**config.mk**
```make
export PLATFORM = sky130hd
export DESIGN_NAME = spi_tx_feeder_flat
export DESIGN_NICKNAME = d
export VERILOG_FILES = /design/src/rtl/spi_tx_feeder_pkg.sv /design/src/rtl/spi_tx_feeder_if.sv /design/src/rtl/spi_tx_fifo.sv /design/src/rtl/spi_tx_feeder.sv /design/src/flat_wrapper.sv
export SDC_FILE = /design/constraint.sdc
export NUM_CORES = 1
export LEC_CHECK = 0
export ABC_AREA = 1
export BUFFER_PORTS_ARGS = -buffer_cell sky130_fd_sc_hd__buf_2
export CORE_AREA = 4 4 71 73
export DETAILED_ROUTE_END_ITERATION = 8
export DIE_AREA = 0 0 75 77
export GPL_ROUTABILITY_DRIVEN = 0
export PLACE_DENSITY = 0.82
export SYNTH_ARGS = -nofsm -noshare
export SYNTH_HDL_FRONTEND = slang
export SYNTH_SLANG_ARGS = --single-unit
```
**constraint.sdc**
```tcl
create_clock -name SPI_TX_FEEDER_CLOCK_50 -period 4.4 [get_ports SPI_TX_FEEDER_CLOCK_50]
set_input_delay 0 -clock SPI_TX_FEEDER_CLOCK_50 [delete_from_list [all_inputs] [get_ports SPI_TX_FEEDER_CLOCK_50]]
set_output_delay 0 -clock SPI_TX_FEEDER_CLOCK_50 [all_outputs]
set_load 0.005 [all_outputs]
```
**src/rtl/spi_tx_feeder_pkg.sv**
```systemverilog
// Shared state encoding and bus-width default for the SPI TX feeder.
package spi_tx_feeder_pkg;

  localparam int DEFAULT_DATAWIDTH_BUS = 8;
  localparam int STATE_SIZE            = 3;

  typedef enum logic [STATE_SIZE-1:0] {
    IDLE      = 3'd0,
    LOAD      = 3'd1,
    START     = 3'd2,
    WAIT_BUSY = 3'd3,
    WAIT_DONE = 3'd4,
    CAPTURE   = 3'd5
  } feeder_state_t;

endpackage

```
**src/rtl/spi_tx_feeder_if.sv**
```systemverilog
// Host-side and SPI-master-side signals of the TX feeder. The slave modport is the
// feeder itself; the master modport is whatever drives it (host plus SPI master).
interface spi_tx_feeder_if
  import spi_tx_feeder_pkg::*;
#(
  parameter int DATAWIDTH_BUS = DEFAULT_DATAWIDTH_BUS
);
  logic                     SPI_TX_FEEDER_wr_InHigh;
  logic [DATAWIDTH_BUS-1:0] SPI_TX_FEEDER_data_In;
  logic                     SPI_TX_FEEDER_full_Out;
  logic                     SPI_TX_FEEDER_empty_Out;
  logic                     SPI_TX_FEEDER_idle_Out;
  logic [DATAWIDTH_BUS-1:0] SPI_TX_FEEDER_rxData_Out;
  logic                     SPI_TX_FEEDER_rxValid_Out;
  logic                     SPI_TX_FEEDER_start_OutHigh;
  logic [DATAWIDTH_BUS-1:0] SPI_TX_FEEDER_data_Out;
  logic                     SPI_TX_FEEDER_busy_In;
  logic                     SPI_TX_FEEDER_newData_In;
  logic [DATAWIDTH_BUS-1:0] SPI_TX_FEEDER_masterData_In;
`ifdef SPI_TX_FEEDER_TIMEOUT_EN
  logic                     SPI_TX_FEEDER_timeout_Out;
`endif

  modport slave (
    input  SPI_TX_FEEDER_wr_InHigh, SPI_TX_FEEDER_data_In, SPI_TX_FEEDER_busy_In,
           SPI_TX_FEEDER_newData_In, SPI_TX_FEEDER_masterData_In,
    output SPI_TX_FEEDER_full_Out, SPI_TX_FEEDER_empty_Out, SPI_TX_FEEDER_idle_Out,
           SPI_TX_FEEDER_rxData_Out, SPI_TX_FEEDER_rxValid_Out,
           SPI_TX_FEEDER_start_OutHigh, SPI_TX_FEEDER_data_Out
`ifdef SPI_TX_FEEDER_TIMEOUT_EN
    , output SPI_TX_FEEDER_timeout_Out
`endif
  );

  modport master (
    output SPI_TX_FEEDER_wr_InHigh, SPI_TX_FEEDER_data_In, SPI_TX_FEEDER_busy_In,
           SPI_TX_FEEDER_newData_In, SPI_TX_FEEDER_masterData_In,
    input  SPI_TX_FEEDER_full_Out, SPI_TX_FEEDER_empty_Out, SPI_TX_FEEDER_idle_Out,
           SPI_TX_FEEDER_rxData_Out, SPI_TX_FEEDER_rxValid_Out,
           SPI_TX_FEEDER_start_OutHigh, SPI_TX_FEEDER_data_Out
`ifdef SPI_TX_FEEDER_TIMEOUT_EN
    , input SPI_TX_FEEDER_timeout_Out
`endif
  );

endinterface

```
**src/rtl/spi_tx_fifo.sv**
```systemverilog
// Synchronous FIFO with registered full/empty flags derived from the next-state count.
// A write into a full FIFO is accepted only when a pop happens on the same edge.
module spi_tx_fifo #(
  parameter int WIDTH      = 8,
  parameter int ADDR_WIDTH = 2
) (
  input  logic                  clk,
  input  logic                  rst_n,
  input  logic                  wr,
  input  logic [WIDTH-1:0]      wr_data,
  input  logic                  rd,
  output logic [WIDTH-1:0]      rd_data,
  output logic                  full,
  output logic                  empty,
  output logic [ADDR_WIDTH:0]   count
);
  localparam int DEPTH = 1 << ADDR_WIDTH;

  logic [WIDTH-1:0]      mem [DEPTH];
  logic [ADDR_WIDTH-1:0] wr_ptr, rd_ptr;
  logic [ADDR_WIDTH:0]   count_next;
  logic                  wr_en, rd_en;

  assign rd_en   = rd && !empty;
  assign wr_en   = wr && (!full || rd_en);
  assign rd_data = mem[rd_ptr];

  always_comb begin
    // NOTE: assign the default before the case so uncovered encodings cannot infer a latch.
    count_next = count;
    unique case ({wr_en, rd_en})
      2'b10:   count_next = count + 1'b1;
      2'b01:   count_next = count - 1'b1;
      default: ;
    endcase
  end

  // NOTE: storage is intentionally not reset; pointers and count alone define valid entries.
  always_ff @(posedge clk) begin
    if (wr_en) mem[wr_ptr] <= wr_data;
  end

  always_ff @(posedge clk or negedge rst_n) begin
    if (!rst_n) begin
      wr_ptr <= '0;
      rd_ptr <= '0;
      count  <= '0;
      full   <= 1'b0;
      empty  <= 1'b1;
    end else begin
      // NOTE: non-blocking assignments keep every register sampling pre-edge values.
      if (wr_en) wr_ptr <= wr_ptr + 1'b1;
      if (rd_en) rd_ptr <= rd_ptr + 1'b1;
      count <= count_next;
      full  <= (count_next == (ADDR_WIDTH+1)'(DEPTH));
      empty <= (count_next == '0);
    end
  end

endmodule

```
**src/rtl/spi_tx_feeder.sv**
```systemverilog
// Buffers host bytes and runs one SPI master transfer per byte, returning each RX byte.
// Optional watchdog on the master handshake: define SPI_TX_FEEDER_TIMEOUT_EN.
module spi_tx_feeder
  import spi_tx_feeder_pkg::*;
#(
  parameter int DATAWIDTH_BUS   = DEFAULT_DATAWIDTH_BUS,
  parameter int FIFO_ADDR_WIDTH = 2
`ifdef SPI_TX_FEEDER_TIMEOUT_EN
  ,
  parameter int TIMEOUT_CYCLES  = 1024
`endif
) (
  input logic            SPI_TX_FEEDER_CLOCK_50,
  input logic            SPI_TX_FEEDER_RESET_InLow,
  spi_tx_feeder_if.slave bus
);
  logic clk, rst_n;
  assign clk   = SPI_TX_FEEDER_CLOCK_50;
  assign rst_n = SPI_TX_FEEDER_RESET_InLow;

  feeder_state_t            state;
  logic [DATAWIDTH_BUS-1:0] fifo_head, tx_data, rx_data;
  logic [FIFO_ADDR_WIDTH:0] fifo_count;
  logic                     fifo_full, fifo_empty, pop, start, rx_valid;

  // A new byte is launched only when the master reports itself free.
  assign pop = (state == IDLE) && !fifo_empty && !bus.SPI_TX_FEEDER_busy_In;

  spi_tx_fifo #(
    .WIDTH      (DATAWIDTH_BUS),
    .ADDR_WIDTH (FIFO_ADDR_WIDTH)
  ) u_fifo (
    .clk     (clk),
    .rst_n   (rst_n),
    .wr      (bus.SPI_TX_FEEDER_wr_InHigh),
    .wr_data (bus.SPI_TX_FEEDER_data_In),
    .rd      (pop),
    .rd_data (fifo_head),
    .full    (fifo_full),
    .empty   (fifo_empty),
    .count   (fifo_count)
  );

`ifdef SPI_TX_FEEDER_TIMEOUT_EN
  localparam int WDOG_W = $clog2(TIMEOUT_CYCLES + 1);
  logic [WDOG_W-1:0] wdog;
  logic              timeout, wdog_expired;
  assign wdog_expired                  = (wdog == WDOG_W'(TIMEOUT_CYCLES - 1));
  assign bus.SPI_TX_FEEDER_timeout_Out = timeout;
`endif

  always_ff @(posedge clk or negedge rst_n) begin
    if (!rst_n) begin
      state    <= IDLE;
      tx_data  <= '0;
      rx_data  <= '0;
      start    <= 1'b0;
      rx_valid <= 1'b0;
`ifdef SPI_TX_FEEDER_TIMEOUT_EN
      wdog     <= '0;
      timeout  <= 1'b0;
`endif
    end else begin
      start    <= 1'b0;
      rx_valid <= 1'b0;
`ifdef SPI_TX_FEEDER_TIMEOUT_EN
      wdog     <= '0;
      timeout  <= 1'b0;
`endif
      unique case (state)
        IDLE: begin
          if (pop) begin
            tx_data <= fifo_head;
            state   <= LOAD;
          end
        end
        LOAD: begin
          start <= 1'b1;
          state <= START;
        end
        START: state <= WAIT_BUSY;
        WAIT_BUSY, WAIT_DONE: begin
          // A master that finishes without ever showing busy is still honoured.
          if (bus.SPI_TX_FEEDER_newData_In) begin
            rx_data  <= bus.SPI_TX_FEEDER_masterData_In;
            rx_valid <= 1'b1;
            state    <= CAPTURE;
          end else if (state == WAIT_BUSY && bus.SPI_TX_FEEDER_busy_In) begin
            state <= WAIT_DONE;
          end
`ifdef SPI_TX_FEEDER_TIMEOUT_EN
          else if (wdog_expired) begin
            timeout <= 1'b1;
            state   <= IDLE;
          end else begin
            wdog <= wdog + 1'b1;
          end
`endif
        end
        CAPTURE: state <= IDLE;
        default: state <= IDLE;
      endcase
    end
  end

  assign bus.SPI_TX_FEEDER_full_Out      = fifo_full;
  assign bus.SPI_TX_FEEDER_empty_Out     = fifo_empty;
  assign bus.SPI_TX_FEEDER_idle_Out      = (state == IDLE) && (fifo_count == '0);
  assign bus.SPI_TX_FEEDER_start_OutHigh = start;
  assign bus.SPI_TX_FEEDER_data_Out      = tx_data;
  assign bus.SPI_TX_FEEDER_rxData_Out    = rx_data;
  assign bus.SPI_TX_FEEDER_rxValid_Out   = rx_valid;

endmodule
```
**src/flat_wrapper.sv**
```systemverilog
// flat-port wrapper written by rule: the top's interface ports become plain ports
module spi_tx_feeder_flat import spi_tx_feeder_pkg::*;
#(
  parameter int DATAWIDTH_BUS   = DEFAULT_DATAWIDTH_BUS,
  parameter int FIFO_ADDR_WIDTH = 2

)
  (SPI_TX_FEEDER_CLOCK_50, SPI_TX_FEEDER_RESET_InLow, bus_SPI_TX_FEEDER_wr_InHigh, bus_SPI_TX_FEEDER_data_In, bus_SPI_TX_FEEDER_busy_In, bus_SPI_TX_FEEDER_newData_In, bus_SPI_TX_FEEDER_masterData_In, bus_SPI_TX_FEEDER_full_Out, bus_SPI_TX_FEEDER_empty_Out, bus_SPI_TX_FEEDER_idle_Out, bus_SPI_TX_FEEDER_rxData_Out, bus_SPI_TX_FEEDER_rxValid_Out, bus_SPI_TX_FEEDER_start_OutHigh, bus_SPI_TX_FEEDER_data_Out);
  spi_tx_feeder_if #(.DATAWIDTH_BUS(DATAWIDTH_BUS)) bus_i ();
  input logic SPI_TX_FEEDER_CLOCK_50;
  input logic SPI_TX_FEEDER_RESET_InLow;
  input wire logic [$bits(bus_i.SPI_TX_FEEDER_wr_InHigh)-1:0] bus_SPI_TX_FEEDER_wr_InHigh;
  input wire logic [$bits(bus_i.SPI_TX_FEEDER_data_In)-1:0] bus_SPI_TX_FEEDER_data_In;
  input wire logic [$bits(bus_i.SPI_TX_FEEDER_busy_In)-1:0] bus_SPI_TX_FEEDER_busy_In;
  input wire logic [$bits(bus_i.SPI_TX_FEEDER_newData_In)-1:0] bus_SPI_TX_FEEDER_newData_In;
  input wire logic [$bits(bus_i.SPI_TX_FEEDER_masterData_In)-1:0] bus_SPI_TX_FEEDER_masterData_In;
  output wire logic [$bits(bus_i.SPI_TX_FEEDER_full_Out)-1:0] bus_SPI_TX_FEEDER_full_Out;
  output wire logic [$bits(bus_i.SPI_TX_FEEDER_empty_Out)-1:0] bus_SPI_TX_FEEDER_empty_Out;
  output wire logic [$bits(bus_i.SPI_TX_FEEDER_idle_Out)-1:0] bus_SPI_TX_FEEDER_idle_Out;
  output wire logic [$bits(bus_i.SPI_TX_FEEDER_rxData_Out)-1:0] bus_SPI_TX_FEEDER_rxData_Out;
  output wire logic [$bits(bus_i.SPI_TX_FEEDER_rxValid_Out)-1:0] bus_SPI_TX_FEEDER_rxValid_Out;
  output wire logic [$bits(bus_i.SPI_TX_FEEDER_start_OutHigh)-1:0] bus_SPI_TX_FEEDER_start_OutHigh;
  output wire logic [$bits(bus_i.SPI_TX_FEEDER_data_Out)-1:0] bus_SPI_TX_FEEDER_data_Out;
  assign bus_i.SPI_TX_FEEDER_wr_InHigh = bus_SPI_TX_FEEDER_wr_InHigh;
  assign bus_i.SPI_TX_FEEDER_data_In = bus_SPI_TX_FEEDER_data_In;
  assign bus_i.SPI_TX_FEEDER_busy_In = bus_SPI_TX_FEEDER_busy_In;
  assign bus_i.SPI_TX_FEEDER_newData_In = bus_SPI_TX_FEEDER_newData_In;
  assign bus_i.SPI_TX_FEEDER_masterData_In = bus_SPI_TX_FEEDER_masterData_In;
  assign bus_SPI_TX_FEEDER_full_Out = bus_i.SPI_TX_FEEDER_full_Out;
  assign bus_SPI_TX_FEEDER_empty_Out = bus_i.SPI_TX_FEEDER_empty_Out;
  assign bus_SPI_TX_FEEDER_idle_Out = bus_i.SPI_TX_FEEDER_idle_Out;
  assign bus_SPI_TX_FEEDER_rxData_Out = bus_i.SPI_TX_FEEDER_rxData_Out;
  assign bus_SPI_TX_FEEDER_rxValid_Out = bus_i.SPI_TX_FEEDER_rxValid_Out;
  assign bus_SPI_TX_FEEDER_start_OutHigh = bus_i.SPI_TX_FEEDER_start_OutHigh;
  assign bus_SPI_TX_FEEDER_data_Out = bus_i.SPI_TX_FEEDER_data_Out;
  spi_tx_feeder #(.DATAWIDTH_BUS(DATAWIDTH_BUS), .FIFO_ADDR_WIDTH(FIFO_ADDR_WIDTH)) u_core (.SPI_TX_FEEDER_CLOCK_50(SPI_TX_FEEDER_CLOCK_50), .SPI_TX_FEEDER_RESET_InLow(SPI_TX_FEEDER_RESET_InLow), .bus(bus_i));
endmodule
```
==> metrics.txt <==
Synth-to-Final Area Change=22.5%; post-CTS setup buffers=0; period utilisation layout=between 50 and 60%; FP Rows=24; crit path time final=between 2000 and 2500 ps; mean number of vias per cell=around 5; CTS Buffer Depth=2; # IOs=42; WL final=around 5 mm; n_diodes=0; TritonRoute pass-1 iters=5; Die Area=between 0.005 and 0.006 mm2; multi-input logic area=~760 um2; Setup TNS=0 ps; commonest non-fill, non-tap cell in the layout=nand2_1; RSZ-0062 raised after global routing=no; Setup CP Type=flop to flop; Slew headroom=a little under half; Die H=around 77 um; syn_nets=276; Synth Register Bits=62; WP data arrival=around 2500 ps; placed cells=roughly 340; Setup violations, final=0; Syn Std Cell Area=approximately 0.0026 mm2; core footprint=0.00435 mm2; Final ANT Viol Nets=0; Synth Instances=249; placed cell area=~0.0028 mm2; final hold violation count=0; Finished Layout Cells=approximately 370; CTS clock-pin slew for the worst setup and hold paths=around 60 ps; syn_area_per_cell=~10 um2; wire per inst=roughly 13 um; post-CTS sizing=0; CTS tree=built; slew at the pin closest to its max-slew limit=around 800 ps; post-route cell area=around 0.0032 mm2; post-synthesis sequential area ratio=65.9%; Root Driver=clkbuf_8; final clock skew=about 9 ps; NumNets Final=approximately 340; Crit. End Element=flop; CP Launch Type=flop; warnings from Yosys=0; Post-DP HPWL=roughly 3.2 mm; status=finished, final reports clean; pwr/cell area=about 630 mW/mm2; DRC viols=0; DR iter-0 viols=slightly below 100; Hold Slack=between 20 and 25 ps; GRT Total Usage=approximately a fifth; initial antenna violation count=0; clk sinks=between 60 and 70; CP max FO=13; most frequent cells in the layout=nand2_1, buf_2, nand3_1; Die Span X=approximately 75 um; Overflow after GRT=0; Yosys cell types=24; Req. time, crit path=between 4000 and 5000 ps; dpl ws=about 2200 ps; FILL cells=294; FMAX=0.441 GHz; final slew viol count=0; Max IR drop VDD=0.345 mV; vias in the first global route=between 1500 and 2000; largest net degree at the start of global routing=31; first-pass GRT wire length=8.37 mm; Port-buffer cells=41; Hold Path Class=primary input to flop; cts bufs inserted=9; Starting Density=between 50% and 60%; Clock Latency Late Sink=between 300 and 400 ps; setup ws final=2130 ps; Sequential Area=approximately 0.0017 mm2; cts hold-fix bufs=18; share of layout cells above drive strength 1=between 20 and 25%; H-tree Lvls=3; via count=around 1900; Leak Pwr=roughly 1.5 nW; Max-cap violations=0
## sequential cells by signal (all words and copies together) (netlist names)
| signal | flops |
|---|---|
| u_core.u_fifo.count | 3 |
| u_core.u_fifo.rd_ptr | 2 |
| u_core.u_fifo.empty | 1 |
| u_core.bus.SPI_TX_FEEDER_start_OutHigh | 1 |
| u_core.u_fifo.wr_ptr | 2 |
| u_core.state | 3 |
| u_core.bus.SPI_TX_FEEDER_rxData_Out | 8 |
| u_core.u_fifo.full | 1 |
| u_core.bus.SPI_TX_FEEDER_rxValid_Out | 1 |
| u_core.u_fifo.mem | 32 |
| u_core.bus.SPI_TX_FEEDER_data_Out | 8 |
## synth_stat cells, drive strengths merged
master	number	area, um2
a21oi	1	5.00
buf	5	33.8
clkinv	1	3.75
dfrtp	29	726
dfstp	1	26.3
edfxtp	32	961
fa	1	20.0
ha	5	62.6
inv	22	82.6
nand2	97	394
nand3	33	165
nand4	3	18.8
nor2	10	40.0
nor3	1	5.00
o211ai	1	7.51
o21ai	5	28.8
xor2	2	17.5
## worst max-delay path: stages, from the launching register on
cell     delay [ps]
dfrtp_1         450
inv_2            90
nand2_2          50
nor2_2          140
nand2_4         140
inv_2           190
ha_1            200
inv_1            70
fa_1            410
inv_1            60
nand2_1          60
nand4_1         120
nand2_1         100
nor2_1          110
## power by group
part           switching, mW  leakage, nW  internal (mW)  total [mW]
logic                  0.401        0.784          0.249       0.650
clock network          0.201       0.0865          0.214       0.416
registers              0.125        0.666          0.798       0.923
total                  0.727         1.54           1.26        1.99
## stage by stage
| stage | power, mW | utilization (%) |
|---|---|---|
| 3_5_place_dp | 1.57 | 65.1 |
| 2_1_floorplan | 1.37 | - |
| 4_1_cts | 2.00 | 73.1 |
| 5_1_grt | 2.16 | 73.1 |
| 3_3_place_gp | 1.54 | 65.1 |
| 6_report | 1.99 | 73.1 |
## worst paths after layout
path / start / endpoint / slack [ps] / cells after the start
worst max-delay path: u_core.state[1] / u_core.u_fifo.empty / 2130 / 13
worst min-delay path: bus_SPI_TX_FEEDER_newData_In / u_core.bus.SPI_TX_FEEDER_rxData_Out[1] / 20 / 4
worst max register to register: u_core.state[1] / u_core.u_fifo.empty / 2130 / 13
worst min register to register: u_core.bus.SPI_TX_FEEDER_rxData_Out[5] / u_core.bus.SPI_TX_FEEDER_rxData_Out[5] / 470 / 2
max in group asynchronous: SPI_TX_FEEDER_RESET_InLow / u_core.u_fifo.wr_ptr[1] / 3710 / 2
min in group asynchronous: SPI_TX_FEEDER_RESET_InLow / u_core.bus.SPI_TX_FEEDER_rxValid_Out / 250 / 2
## layer usage
| metal | track usage [%] | part of all wire, % |
|---|---|---|
| met5 | 0 | 0 |
| met4 | 9.25 | 2.5 |
| met3 | 6.93 | 6.2 |
| met2 | 31.4 | 49 |
| met1 | 23.5 | 42 |
## layout make-up
type	count	area share, %
Clock buffer	11	4.44
Clock inverter	5	0.826
Inverter	23	2.71
Multi-Input combinational cell	159	24.0
Sequential cell	62	53.8
Tap cell	52	2.04
Timing Repair Buffer	59	12.1
## cell families after synthesis
family	after synthesis	synth area share, %
adder cells (fa/ha/maj)	6	3.18
XOR/XNOR	2	0.674
buffers and inverters	28	4.62
flip-flops	62	65.9
AO/OA/AOI/OAI	7	1.59
AND/OR/NAND/NOR	144	24.0
No activity file was read; power rests on OpenSTA's default activity.
